--- config.mk ---
export PLATFORM = sky130hd
export DESIGN_NAME = cycle_sequencer
export DESIGN_NICKNAME = d
export VERILOG_FILES = /design/src/rtl/cycle_sequencer_pkg.sv /design/src/rtl/cycle_sequencer_gray_step.sv /design/src/rtl/cycle_sequencer.sv
export SDC_FILE = /design/constraint.sdc
export NUM_CORES = 1
export LEC_CHECK = 0
export ABC_AREA = 1
export CORE_UTILIZATION = 38
export CTS_CLUSTER_DIAMETER = 200
export CTS_CLUSTER_SIZE = 14
export DETAILED_ROUTE_END_ITERATION = 8
export GPL_ROUTABILITY_DRIVEN = 0
export PLACE_DENSITY = 0.72
export SYNTH_ARGS = -nofsm -noshare
export SYNTH_HDL_FRONTEND = slang
export SYNTH_HIERARCHICAL = 1
export SYNTH_SLANG_ARGS = --single-unit
--- constraint.sdc ---
create_clock -name clk -period 1.5 [get_ports clk]
set_clock_uncertainty 0.2 [all_clocks]
set_input_delay 0.3 -clock clk [delete_from_list [all_inputs] [get_ports clk]]
set_output_delay 0.3 -clock clk [all_outputs]
set_load 0.005 [all_outputs]
--- src/rtl/cycle_sequencer_pkg.sv ---
// Shared definitions for the cycle sequencer: Gray-coded cycle encodings
// (identical to the ones CsDecoder decodes), sequencer state encodings and
// the instruction group / operator codes.
package cycle_sequencer_pkg;

  // Gray-coded cycle encodings, in stepping order
  localparam logic [3:0] CYCLE_0  = 4'b0000;
  localparam logic [3:0] CYCLE_1  = 4'b0001;
  localparam logic [3:0] CYCLE_2  = 4'b0011;
  localparam logic [3:0] CYCLE_3  = 4'b0010;
  localparam logic [3:0] CYCLE_4  = 4'b0110;
  localparam logic [3:0] CYCLE_5  = 4'b0111;
  localparam logic [3:0] CYCLE_6  = 4'b0101;
  localparam logic [3:0] CYCLE_7  = 4'b0100;
  localparam logic [3:0] CYCLE_8  = 4'b1100;
  localparam logic [3:0] CYCLE_9  = 4'b1101;
  localparam logic [3:0] CYCLE_10 = 4'b1111;
  localparam logic [3:0] CYCLE_11 = 4'b1110;
  localparam logic [3:0] CYCLE_12 = 4'b1010;
  localparam logic [3:0] CYCLE_13 = 4'b1011;
  localparam logic [3:0] CYCLE_14 = 4'b1001;
  localparam logic [3:0] CYCLE_15 = 4'b1000;

  // Sequencer states; SEQ_HALT is only reachable in single-step builds
  typedef enum logic [1:0] {
    SEQ_RUN   = 2'b00,
    SEQ_HALT  = 2'b01,
    SEQ_ERROR = 2'b10
  } seq_state_e;

  // Instruction group codes from the instruction decoder
  localparam logic [3:0] BRANCH_JUMPS  = 4'h0;
  localparam logic [3:0] SINGLE_REG    = 4'h1;
  localparam logic [3:0] MATH_CONSTANT = 4'h2;
  localparam logic [3:0] MATH_REG      = 4'h3;
  localparam logic [3:0] REG_MEMORY    = 4'h4;
  localparam logic [3:0] STACK         = 4'h5;
  localparam logic [3:0] EXTENDED      = 4'h6;

  // Operator codes of group EXTENDED
  localparam logic [3:0] OP_JMP = 4'h0;

endpackage

--- src/rtl/cycle_sequencer_gray_step.sv ---
// gray_step: combinational successor of a 4-bit Gray-coded cycle.
// CYCLE_15 wraps to CYCLE_0.
module gray_step
  import cycle_sequencer_pkg::*;
(
  input  logic [3:0] cur,
  output logic [3:0] nxt
);

  // Table lookup of the next Gray code in cycle order
  always_comb begin
    nxt = CYCLE_0;
    case (cur)
      CYCLE_0:  nxt = CYCLE_1;
      CYCLE_1:  nxt = CYCLE_2;
      CYCLE_2:  nxt = CYCLE_3;
      CYCLE_3:  nxt = CYCLE_4;
      CYCLE_4:  nxt = CYCLE_5;
      CYCLE_5:  nxt = CYCLE_6;
      CYCLE_6:  nxt = CYCLE_7;
      CYCLE_7:  nxt = CYCLE_8;
      CYCLE_8:  nxt = CYCLE_9;
      CYCLE_9:  nxt = CYCLE_10;
      CYCLE_10: nxt = CYCLE_11;
      CYCLE_11: nxt = CYCLE_12;
      CYCLE_12: nxt = CYCLE_13;
      CYCLE_13: nxt = CYCLE_14;
      CYCLE_14: nxt = CYCLE_15;
      CYCLE_15: nxt = CYCLE_0;
      default:  nxt = CYCLE_0;
    endcase
  end

endmodule

--- src/rtl/cycle_sequencer.sv ---
// cycle_sequencer: steps the Gray-coded control-store cycle, inserts memory
// wait states, ends each instruction on its group's last cycle and flags bus
// timeouts (sticky, cleared only by reset).
// Optional feature macro: SEQ_SINGLE_STEP_EN adds halt_req/step/halted and a
// HALT state for single-stepping instructions.
module cycle_sequencer
  import cycle_sequencer_pkg::*;
#(
  parameter int WAIT_TIMEOUT = 15,
  parameter int WAIT_W       = 4
) (
  input  logic              clk,
  input  logic              reset,
  input  logic [3:0]        operator_group,
  input  logic [3:0]        operator,
  input  logic              mem_req,
  input  logic              mem_ready,
  output logic [3:0]        cycle,
  output logic              instr_done,
  output logic              stall,
  output logic [WAIT_W-1:0] wait_cnt,
  output logic              bus_error
`ifdef SEQ_SINGLE_STEP_EN
  ,
  input  logic              halt_req,
  input  logic              step,
  output logic              halted
`endif
);

  localparam logic              TIMEOUT_EN  = (WAIT_TIMEOUT != 0);
  localparam logic [WAIT_W-1:0] TIMEOUT_VAL = WAIT_W'(WAIT_TIMEOUT);
  localparam logic [WAIT_W-1:0] WAIT_MAX    = {WAIT_W{1'b1}};

  seq_state_e        state_r;
  seq_state_e        state_nxt_s;
  logic [3:0]        cycle_r;
  logic [3:0]        cycle_nxt_s;
  logic [3:0]        gray_nxt_s;
  logic [3:0]        last_s;
  logic [WAIT_W-1:0] wait_r;
  logic [WAIT_W-1:0] wait_nxt_s;
  logic [WAIT_W-1:0] wait_inc_s;
  logic              done_r;
  logic              done_nxt_s;
  logic              stall_s;
  logic              timeout_s;
  logic              at_last_s;
  logic              retire_s;

  gray_step u_gray_step (
    .cur (cycle_r),
    .nxt (gray_nxt_s)
  );

  // Last cycle of the instruction for the current group; below CYCLE_3 no
  // group ever matches, so an instruction cannot end before CYCLE_3
  always_comb begin
    last_s = CYCLE_3;
    case (operator_group)
      SINGLE_REG, MATH_CONSTANT, MATH_REG, REG_MEMORY, STACK: last_s = CYCLE_5;
      EXTENDED: begin
        // OP_JMP is the only defined operator; undefined ones end alike
        if (operator == OP_JMP) begin
          last_s = CYCLE_8;
        end else begin
          last_s = CYCLE_8;
        end
      end
      default: last_s = CYCLE_3;
    endcase
  end

  assign stall_s    = mem_req & ~mem_ready & (state_r == SEQ_RUN);
  assign wait_inc_s = (wait_r == WAIT_MAX) ? wait_r : (wait_r + WAIT_W'(1));
  assign timeout_s  = stall_s & TIMEOUT_EN & (wait_inc_s == TIMEOUT_VAL);
  // CYCLE_15 always ends the instruction so a bad group cannot lock us up
  assign at_last_s  = (cycle_r == last_s) | (cycle_r == CYCLE_15);
  assign retire_s   = (state_r == SEQ_RUN) & ~stall_s & at_last_s;

  // State register
  always_ff @(posedge clk) begin
    if (reset) begin
      state_r <= SEQ_RUN;
    end else begin
      state_r <= state_nxt_s;
    end
  end

  // Next-state logic: timeout traps into ERROR, halt requests take effect
  // only when the current instruction retires
  always_comb begin
    state_nxt_s = state_r;
    case (state_r)
      SEQ_RUN: begin
        if (timeout_s) begin
          state_nxt_s = SEQ_ERROR;
`ifdef SEQ_SINGLE_STEP_EN
        end else if (retire_s && halt_req) begin
          state_nxt_s = SEQ_HALT;
`endif
        end else begin
          state_nxt_s = SEQ_RUN;
        end
      end
`ifdef SEQ_SINGLE_STEP_EN
      SEQ_HALT: begin
        // A step runs one instruction; halt_req still high re-halts at its end
        if (step || !halt_req) begin
          state_nxt_s = SEQ_RUN;
        end else begin
          state_nxt_s = SEQ_HALT;
        end
      end
`endif
      SEQ_ERROR: state_nxt_s = SEQ_ERROR;
      default:   state_nxt_s = SEQ_ERROR;
    endcase
  end

  // Next cycle / wait count / done pulse for the current state
  always_comb begin
    cycle_nxt_s = cycle_r;
    wait_nxt_s  = wait_r;
    done_nxt_s  = 1'b0;
    case (state_r)
      SEQ_RUN: begin
        if (stall_s) begin
          wait_nxt_s = wait_inc_s;
        end else if (at_last_s) begin
          wait_nxt_s  = {WAIT_W{1'b0}};
          cycle_nxt_s = CYCLE_0;
          done_nxt_s  = 1'b1;
        end else begin
          wait_nxt_s  = {WAIT_W{1'b0}};
          cycle_nxt_s = gray_nxt_s;
        end
      end
      SEQ_HALT: begin
        cycle_nxt_s = CYCLE_0;
        wait_nxt_s  = {WAIT_W{1'b0}};
      end
      SEQ_ERROR: begin
        cycle_nxt_s = cycle_r;
        wait_nxt_s  = wait_r;
      end
      default: begin
        cycle_nxt_s = cycle_r;
        wait_nxt_s  = wait_r;
      end
    endcase
  end

  // Output registers
  always_ff @(posedge clk) begin
    if (reset) begin
      cycle_r <= CYCLE_0;
      wait_r  <= {WAIT_W{1'b0}};
      done_r  <= 1'b0;
    end else begin
      cycle_r <= cycle_nxt_s;
      wait_r  <= wait_nxt_s;
      done_r  <= done_nxt_s;
    end
  end

  assign cycle      = cycle_r;
  assign instr_done = done_r;
  assign wait_cnt   = wait_r;
  assign stall      = stall_s;
  assign bus_error  = (state_r == SEQ_ERROR);
`ifdef SEQ_SINGLE_STEP_EN
  assign halted     = (state_r == SEQ_HALT);
`endif

endmodule

# ---- Yosys cells after proc, flatten, opt, wreduce, memory -nomap -nowiden
# Memories as Yosys holds them, arrays and structs flattened. A register that Yosys moved wholly into a read port is not among the register bits.
# Cells that the tools add are included.
# Widths: inputs -> output; s select.
dict set report op_classes {
  addsub 1
  n_eq_ne 13
  mux 12
  bitwise_logic 6
  reduce_logical 6
}
# cell count
set op_table {}
lappend op_table {{$mux 4} 6}
lappend op_table {{$pmux 4 s2} 3}
lappend op_table {{$eq 4x3->1 const B} 3}
lappend op_table {{$eq 4x4->1 const B} 3}
lappend op_table {{$eq 4x2->1 const B} 2}
lappend op_table {{$reduce_or 5->1} 1}
lappend op_table {{$add 4x1->4 const B} 1}
lappend op_table {{$eq 4x1->1 const B} 1}
lappend op_table {{$eq 4x4->1} 1}
lappend op_table {{$mux 2} 2}
lappend op_table {{$and 1x1->1} 3}
lappend op_table {{$reduce_or 3->1} 1}
lappend op_table {{$eq 2x1->1 const B} 1}
lappend op_table {{$eq 2x2->1 const B} 1}
lappend op_table {{$logic_not 2->1} 1}
lappend op_table {{$ne 2x2->1 const B} 1}
lappend op_table {{$not 1->1} 2}
lappend op_table {{$reduce_and 2->1} 1}
lappend op_table {{$reduce_bool 2->1} 1}
lappend op_table {{$reduce_or 2->1} 1}
lappend op_table {{$mux 1} 1}
lappend op_table {{$or 1x1->1} 1}
dict set report totals {
  regBits 11
  romBits 64
  inputBits 12
  out_inout_bits 11
  elab_cells 44
  mem_count 1
}
# name depth word_bits rd rd_ports_with_merged_regs wr line
set memory_table {}
lappend memory_table {{(name not given)} 16 4 1 1 0 cycle_sequencer_gray_step.sv:13} ;# case (cur)

# ---- Logic depth before layout (Yosys ltp)
# Gate-level depths: netlist (run 1).
dict set report logic_depth {
  ltp_word 10
  depth_mapped 9
  depth_no_buf 9
}

# ---- Hierarchy
# The synthesis (run 1) kept the hierarchy.
# mod n_inst cells_each area_per_inst_um2 seq_area_each_um2
set modules_own_cells {}
lappend modules_own_cells {cycle_sequencer 1 84 554.3 200.2}
lappend modules_own_cells {gray_step 1 21 85.1 0.0}

# ---- Worst setup path after synthesis (run 1)
# OpenSTA, ideal clock, no wires.
dict set report synth_timing {
  kind {reg-to-reg}
  start {register wait_r[0], in the netlist wait_cnt[0]}
  end {register state_r[1]}
  setup_ns 0.066
  arrival_time_ns 1.182
  required_time_ns 1.234
  path_slack_ns 0.052
  path_stages_with_launch 10
  n_path_buf 0
  synth_period_minus_slack_ns 1.448
  path_cell_list {dfxtp_1 ha_1 nand2_1 inv_2 nand2_2 nand2_1 o21ai_0 nor2_1 nand2_1 a21oi_2}
}
dict set report synth_via {
  elab_chain_cells 6
  word_cells_on_any_way 7
  cone_classes {1 x add/sub; 2 x eq/ne; 3 x mux; 1 x bitwise}
}
# element line
set synth_rtl {}
lappend synth_rtl {{start, declared} cycle_sequencer.sv:41} ;# logic [WAIT_W-1:0] wait_r;
lappend synth_rtl {{start signal, assigned} cycle_sequencer.sv:158} ;# wait_r <= {WAIT_W{1'b0}};
lappend synth_rtl {{start signal, assigned} cycle_sequencer.sv:162} ;# wait_r <= wait_nxt_s;
lappend synth_rtl {{$add 4x1->4 or $eq 4x4->1 (tied branches)} cycle_sequencer.sv:75} ;# assign wait_inc_s = (wait_r == WAIT_MAX) ? wait_r : (wait_r + WAIT_W'(1));
lappend synth_rtl {{$mux 4 *} cycle_sequencer.sv:75}
lappend synth_rtl {{$eq 4x4->1 *} cycle_sequencer.sv:76} ;# assign timeout_s = stall_s & TIMEOUT_EN & (wait_inc_s == TIMEOUT_VAL);
lappend synth_rtl {{$and 1x1->1 *} cycle_sequencer.sv:76}
lappend synth_rtl {{$mux 2 *} cycle_sequencer.sv:96} ;# if (timeout_s) begin
lappend synth_rtl {{$mux 2 *} cycle_sequencer.sv:94} ;# case (state_r)
lappend synth_rtl {{end signal, assigned} cycle_sequencer.sv:86} ;# state_r <= state_nxt_s;
lappend synth_rtl {{end, declared} cycle_sequencer.sv:35} ;# seq_state_e state_r;
# Mark *: on every way between the ends. The rest lies on a longest branch, timed or not.
# A chain may end at the register's enable or synchronous reset.

# ---- Worst setup path in the final report (run 1)
dict set report layout_timing {
  start {register wait_r[1], in the netlist wait_cnt[1]}
  end {register state_r[1]}
}
# The elaborated chain is that of the path after synthesis.

==> qor.yml, run 1 <==
clock_network:
  path_clk_slew_ps: 70
  clk_latency_ps: 280
  cts_tree: "done"
  clockRootBuffer: "clkbuf_4"
  cts_sinks: 10
  numCtsBuffers: 3
  cts_htree_levels: 1
  clk_path_buf_depth: 2
detailed_routing:
  drcViolationCount: 0
  routed_wl_mm: 1.907
  vias: 823
  via_per_inst: 4.928
  drtIter0Drc: 18
  drtAntennaViolNets: 0
  drt-pass1-iter-count: 4
  wl_per_cell_um: 11.42
floorplanning:
  rows: 14
  core-area_mm2: 0.001541
  fp.dieW_um: 43.02
  start_util_pct: 41.48
  io_pins: 23
  die_y_um: 43.02
  dieArea_mm2: 0.001851
global_routing:
  antenna_found_initial: 0
  grt_pass1_wl_mm: 3.091
  grt_pass1_vias: 751
  grt_overflow_total: 0
  grt_use_total_pct: 22.38
  grt_max_degree: 9
hold_path:
  worstHoldEndpoint: "instr_done"
  worstHoldStart: "operator_group[1]"
  hold_depth: 6
  hold_path_class: "in2reg"
worst_setup_path:
  critPathKind: "reg2reg"
  crit_path_end_kind: "flip-flop"
  r2r-start: "wait_cnt[1]"
  cp.required_ps: 1510
  reg2reg_depth: 9
  crit_fanout: 4
  arrival_ps: 1490
  reg2reg_slack_ps: 20
  startpoint_type: "flip-flop"
  r2r-end: "state_r[1]"
layout:
  design_area_mm2: 0.001120
  fill_cells: 127
  antenna_cells: 0
  drive_gt1_share_pct: 35.10
  syn_to_final_growth_pct: 75.15
  nNetsFinal: 165
sta:
  worst_pin_slew_ps: 172.6
  hold_violations: 0
  timing.final.crit_share_pct: 98.78
  slew_viol_final: 0
  rsz0062_at_grt: "yes"
  final.setup.worst_slack_ps: 18.36
  relSlewSlack_pct: 88.42
  setup_viol: 0
  fin_crit_ps: 1482
  fmax_mhz: 674.9
power_and_ir_drop:
  power_frac_clock_pct: 31.1
  p_sw_mw: 0.2530
  leakage_nw: 0.6194
  pwr-share-seq_pct: 36.1
  sw_frac_of_total_pct: 31.09
  peakVddDrop_mv: 0.5252
  p_int_mw: 0.5608
  combPwrFrac_pct: 32.9
  p_per_area_mw_per_mm2: 726.8
logic_synthesis:
  yosysWarnings: 6
  ys_ff_latch: 10
  yosysUniqueCellTypes: 18
  netlist_area_um2: 639.4
  synth_top_area_share_pct: 31.31
  synth_cells: 105
  synth_area_per_cell_um2: 6.089
  synth_area_leaders: "dfxtp_1, nand2_1, inv_1"
  synth_nets: 118
  ys_seq_area_share_pct: 31.31
  synth_top_cell_by_area: "dfxtp_1"
run_status:
  outcome: "complete, no violations"
flow_run:
  drv_cap: 0
placement:
  dp_hpwl_mm: 1.297
  dpl_cell_area_um2: 952.2
  io_buffers: 18
  post-place-ws_ps: -480.4
## metrics by stage
stage	std cells	hold slack [ps]	setup TNS [ps]	total power [mW]	utilization (%)
6_report	167	366.6	0	0.8138	72.65
3_5_place_dp	154	329.3	-2746	0.5413	61.77
3_3_place_gp	154	309.7	-2308	0.5363	61.77
2_1_floorplan	105	162.4	0	0.4223	-
5_1_grt	167	396.8	-72.18	0.8737	72.65
4_1_cts	165	407.0	-73.16	0.8055	68.59
## cell usage in the layout (no fill, tap or decap), drive strengths merged
cell type / n
dlymetal6s2s: 3
clkdlybuf4s15: 1
nand3: 8
a21oi: 11
o21ai: 8
dfxtp: 10
xnor2: 1
dlygate4sd2: 10
nor3: 2
nand2b: 1
buf: 25
ha: 1
inv: 18
nor2: 5
o211ai: 2
clkbuf: 4
clkdlybuf4s50: 3
nand2: 38
## worst max-delay path, stage by stage, from the launching register on
cell	delay [ps]
dfxtp_2	340
buf_6	100
ha_4	130
nand2_4	50
inv_4	60
nand2_4	70
xnor2_2	140
nor2_1	110
nand2_1	80
a21oi_2	140
## cell usage after synthesis (all sizes together)
cell / n
a21oi: 11
inv: 18
dfxtp: 10
xnor2: 1
ha: 1
nor2: 5
nand2b: 1
nand2: 38
o211ai: 2
nand3: 8
nor3: 2
o21ai: 8
## registers in the layout, indices dropped and copies added, names as in the netlist
name	count
wait_cnt	4
state_r	1
instr_done	1
cycle	4
## cells by family after synthesis
kind of cell               Yosys count  share of synthesized area [%]
and+or+nand+nor                     54                          36.20
AOI/OAI and AO/OA                   21                          18.59
buffers and inverters               18                          10.57
DFF                                 10                          31.31
xor gates and xnor gates             1                          1.370
adders and majority gates            1                          1.957
## worst max-delay path by stage
stage / from / endpoint / slack, ps / cells after the start
final: wait_cnt[1] / state_r[1] / 20 / 9
after global routing: wait_cnt[1] / state_r[1] / -70 / 10
after global placement: mem_ready / stall / -450 / 3
after floorplan: wait_cnt[0] / state_r[1] / 50 / 9
after CTS: mem_req / stall / -70 / 4
after detailed placement: mem_ready / stall / -480 / 3
## per-layer routing
metal | track usage, % | share of wire (%) | vias up
met4 | 10.91 | 2.1 | 0
met1 | 27.08 | 45 | 377
met3 | 3.830 | 2.8 | 5
li1 | - | - | 426
met5 | 0 | 0 | -
met2 | 37.88 | 50 | 15
## what timing repair did
item | 4_1_cts | 5_1_grt
setup buffers | 7 | 2
setup endpoints to repair | 15 | 11
hold buffers | 0 | 0
gates cloned | 0 | 0
resized for setup | 30 | 14
pin swaps | 1 | 8
## power by group through the flow
stage	clock [mW]	sequential [mW]	combinational (mW)
final	0.253	0.294	0.267
after global routing	0.279	0.296	0.299
after floorplan	0	0.316	0.106
after global placement	0	0.309	0.227
after detailed placement	0	0.309	0.232
after CTS	0.260	0.292	0.253
## final cells by class
| class | instances | area, um^2 | area share (%) |
|---|---|---|---|
| inverters | 18 | 70.07 | 6.257 |
| clock buffers | 4 | 36.28 | 3.240 |
| multi-input cells | 77 | 421.7 | 37.65 |
| repair buffers | 42 | 354.1 | 31.62 |
| well taps | 16 | 20.02 | 1.788 |
| flip-flops and latches | 10 | 217.7 | 19.44 |
Power figures use the tool's default switching activity.
==> inputs of run 2 (changes only) <==
clock period = 1.3 ns   (was 1.5 ns; I/O delays follow)
==> run 2 against run 1 <==
  * The run now ends with setup timing left
  * Sequential power grew 20%
  * Global-route usage rose by 1.2 points
  * Die area is the same
==> qor.yml, run 2 (same netlist as run 1, synthesis figures left out) <==
run_status:
  outcome: "finished, violations left"  # was complete, no violations
  violations: "setup timing"
clock_network:
  clk_latency_ps: 280  # about the same
  cts_tree: "done"  # unchanged
  clk_path_buf_depth: 2  # unchanged
  cts_sinks: 10  # unchanged
  cts_htree_levels: 1  # unchanged
  numCtsBuffers: 3  # unchanged
  path_clk_slew_ps: 70  # about the same
  clockRootBuffer: "clkbuf_4"  # unchanged
floorplanning:
  fp.dieW_um: 43.02  # unchanged
  core-area_mm2: 0.001541  # unchanged
  dieArea_mm2: 0.001851  # unchanged
  rows: 14  # unchanged
  die_y_um: 43.02  # unchanged
  io_pins: 23  # unchanged
  start_util_pct: 41.48  # unchanged
layout:
  fill_cells: 118  # was 127
  layout_common_cells: "nand2_1, buf_4, inv_1"  # unchanged
  syn_to_final_growth_pct: 83.37  # was 75.15%
  final_util_pct: 76.06  # was 72.65%
  antenna_cells: 0  # unchanged
  final_common_cell: "nand2_1"  # unchanged
  nNetsFinal: 166  # was 165
  drive_gt1_share_pct: 52.32  # was 35.10%
  design_area_mm2: 0.001172  # was 0.001120 mm^2
  seq_area_um2: 222.7  # was 217.7 um^2
  multiInputGateArea_um2: 480.5  # was 421.7 um^2
placement:
  dpl_cell_area_um2: 983.4  # was 952.2 um^2
  post-place-ws_ps: -612.0  # was -480.4 ps
  dp_hpwl_mm: 1.352  # was 1.297 mm
  io_buffers: 18  # unchanged
detailed_routing:
  drcViolationCount: 0  # unchanged
  via_per_inst: 5.132  # was 4.928
  wl_per_cell_um: 13.05  # was 11.42 um
  drt-pass1-iter-count: 4  # unchanged
  routed_wl_mm: 2.179  # was 1.907 mm
  drtIter0Drc: 27  # was 18
  vias: 857  # was 823
  drtAntennaViolNets: 0  # unchanged
global_routing:
  grt_use_total_pct: 23.60  # was 22.38%
  grt_max_degree: 9  # unchanged
  use_met2_pct: 39.39  # was 37.88%
  busiest_layer: "met2"  # unchanged
  grt_pass1_wl_mm: 3.187  # was 3.091 mm
  grtUsageMet3_pct: 7.234  # was 3.830%
  grt_overflow_total: 0  # unchanged
  grt.met1_usage_pct: 27.34  # was 27.08%
  antenna_found_initial: 0  # unchanged
  grt_pass1_vias: 739  # was 751
sta:
  setup_viol: 12  # was 0
  timing.final.crit_share_pct: 111.3
  rsz0062_at_grt: "yes"  # unchanged
  slew_viol_final: 0  # unchanged
  final.setup.worst_slack_ps: -146.3  # was 18.36 ps
  fin_crit_ps: 1446
  hold_violations: 0  # unchanged
  worst_pin_slew_ps: 287.4  # was 172.6 ps
  tns_ps: -767.2  # was 0 ps
  fmax_mhz: 691.4
  relSlewSlack_pct: 80.64  # was 88.42%
worst_setup_path:
  critPathKind: "reg2out"  # was reg2reg
  crit_fanout: 2  # was 4
  cp.required_ps: 840  # was 1510 ps
  startpoint_type: "flip-flop"  # unchanged
  arrival_ps: 990  # was 1490 ps
  crit_path_end_kind: "output port"  # was flip-flop
power_and_ir_drop:
  power_mw: 0.9304  # was 0.8138 mW
  p_per_area_mw_per_mm2: 793.6  # was 726.8 mW/mm^2
  leakage_nw: 0.5667  # was 0.6194 nW
  peakVddDrop_mv: 0.7144  # was 0.5252 mV
flow_run:
  drv_cap: 0  # unchanged
hold_path:
  hold_path_class: "reg2reg"  # was in2reg
-- run 2: cell types whose count changed in the layout (fill, tap and decap cells not counted), sizes merged --
cell | previous run | this run
buf | 25 | 30
dlygate4sd2 | 10 | 7
clkdlybuf4s15 | 1 | 2
clkdlybuf4s50 | 3 | 1
clkbuf | 4 | 6
dlymetal6s2s | 3 | 0
-- run 2: repair_timing --
action | CTS | global route
resized for setup | 63 | 24
hold buffers | 0 | 0
setup buffers | 8 | 1
endpoints found under the hold margin | 0 | 0
pin swaps | 17 | 13
setup endpoints to repair | 20 | 19
-- run 2: critical path, stage by stage (launching register included) --
cell and delay [ps]:
dfxtp_2 340, buf_6 110, nor3_4 120, buf_2 140
-- run 2: per-layer routing --
metal,up-vias,wire length [um]
li1,429,-
met1,393,856
met2,27,1136
met3,8,136
met4,0,50
met5,-,0
-- run 2: path summary, 6_finish.rpt --
| kind | cells past startpoint | slack [ps] | to | start |
|---|---|---|---|---|
| max | 3 | -150 | stall | state_r[1] |
| min | 3 | 400 | wait_cnt[2] | wait_cnt[2] |
| max reg2reg | 8 | -130 | wait_cnt[3] | wait_cnt[1] |
| min reg2reg | 3 | 400 | wait_cnt[2] | wait_cnt[2] |
-- run 2: area by class of cell --
cell class                 instances  area share [%]
tap                               16           1.708
clock buffer                       3           1.921
multi-input combinational         77           40.98
sequential                        10           19.00
inverter                          18           5.977
timing repair buffer              43           30.42
-- run 2: report_power, final --
group / internal [mW] / total (mW) / switching (mW) / leakage [nW]
Sequential: 0.329 / 0.352 / 0.0232 / 0.0864
Combinational: 0.168 / 0.361 / 0.193 / 0.466
Clock: 0.107 / 0.218 / 0.111 / 0.0138
Total: 0.603 / 0.930 / 0.327 / 0.567
-- run 2: stage by stage --
step | std cells | hold slack (ps)
4_1_cts | 166 | 382.1
2_1_floorplan | 105 | 119.4
3_5_place_dp | 155 | 318.8
5_1_grt | 167 | 415.3
3_3_place_gp | 155 | 309.0
6_report | 167 | 399.7
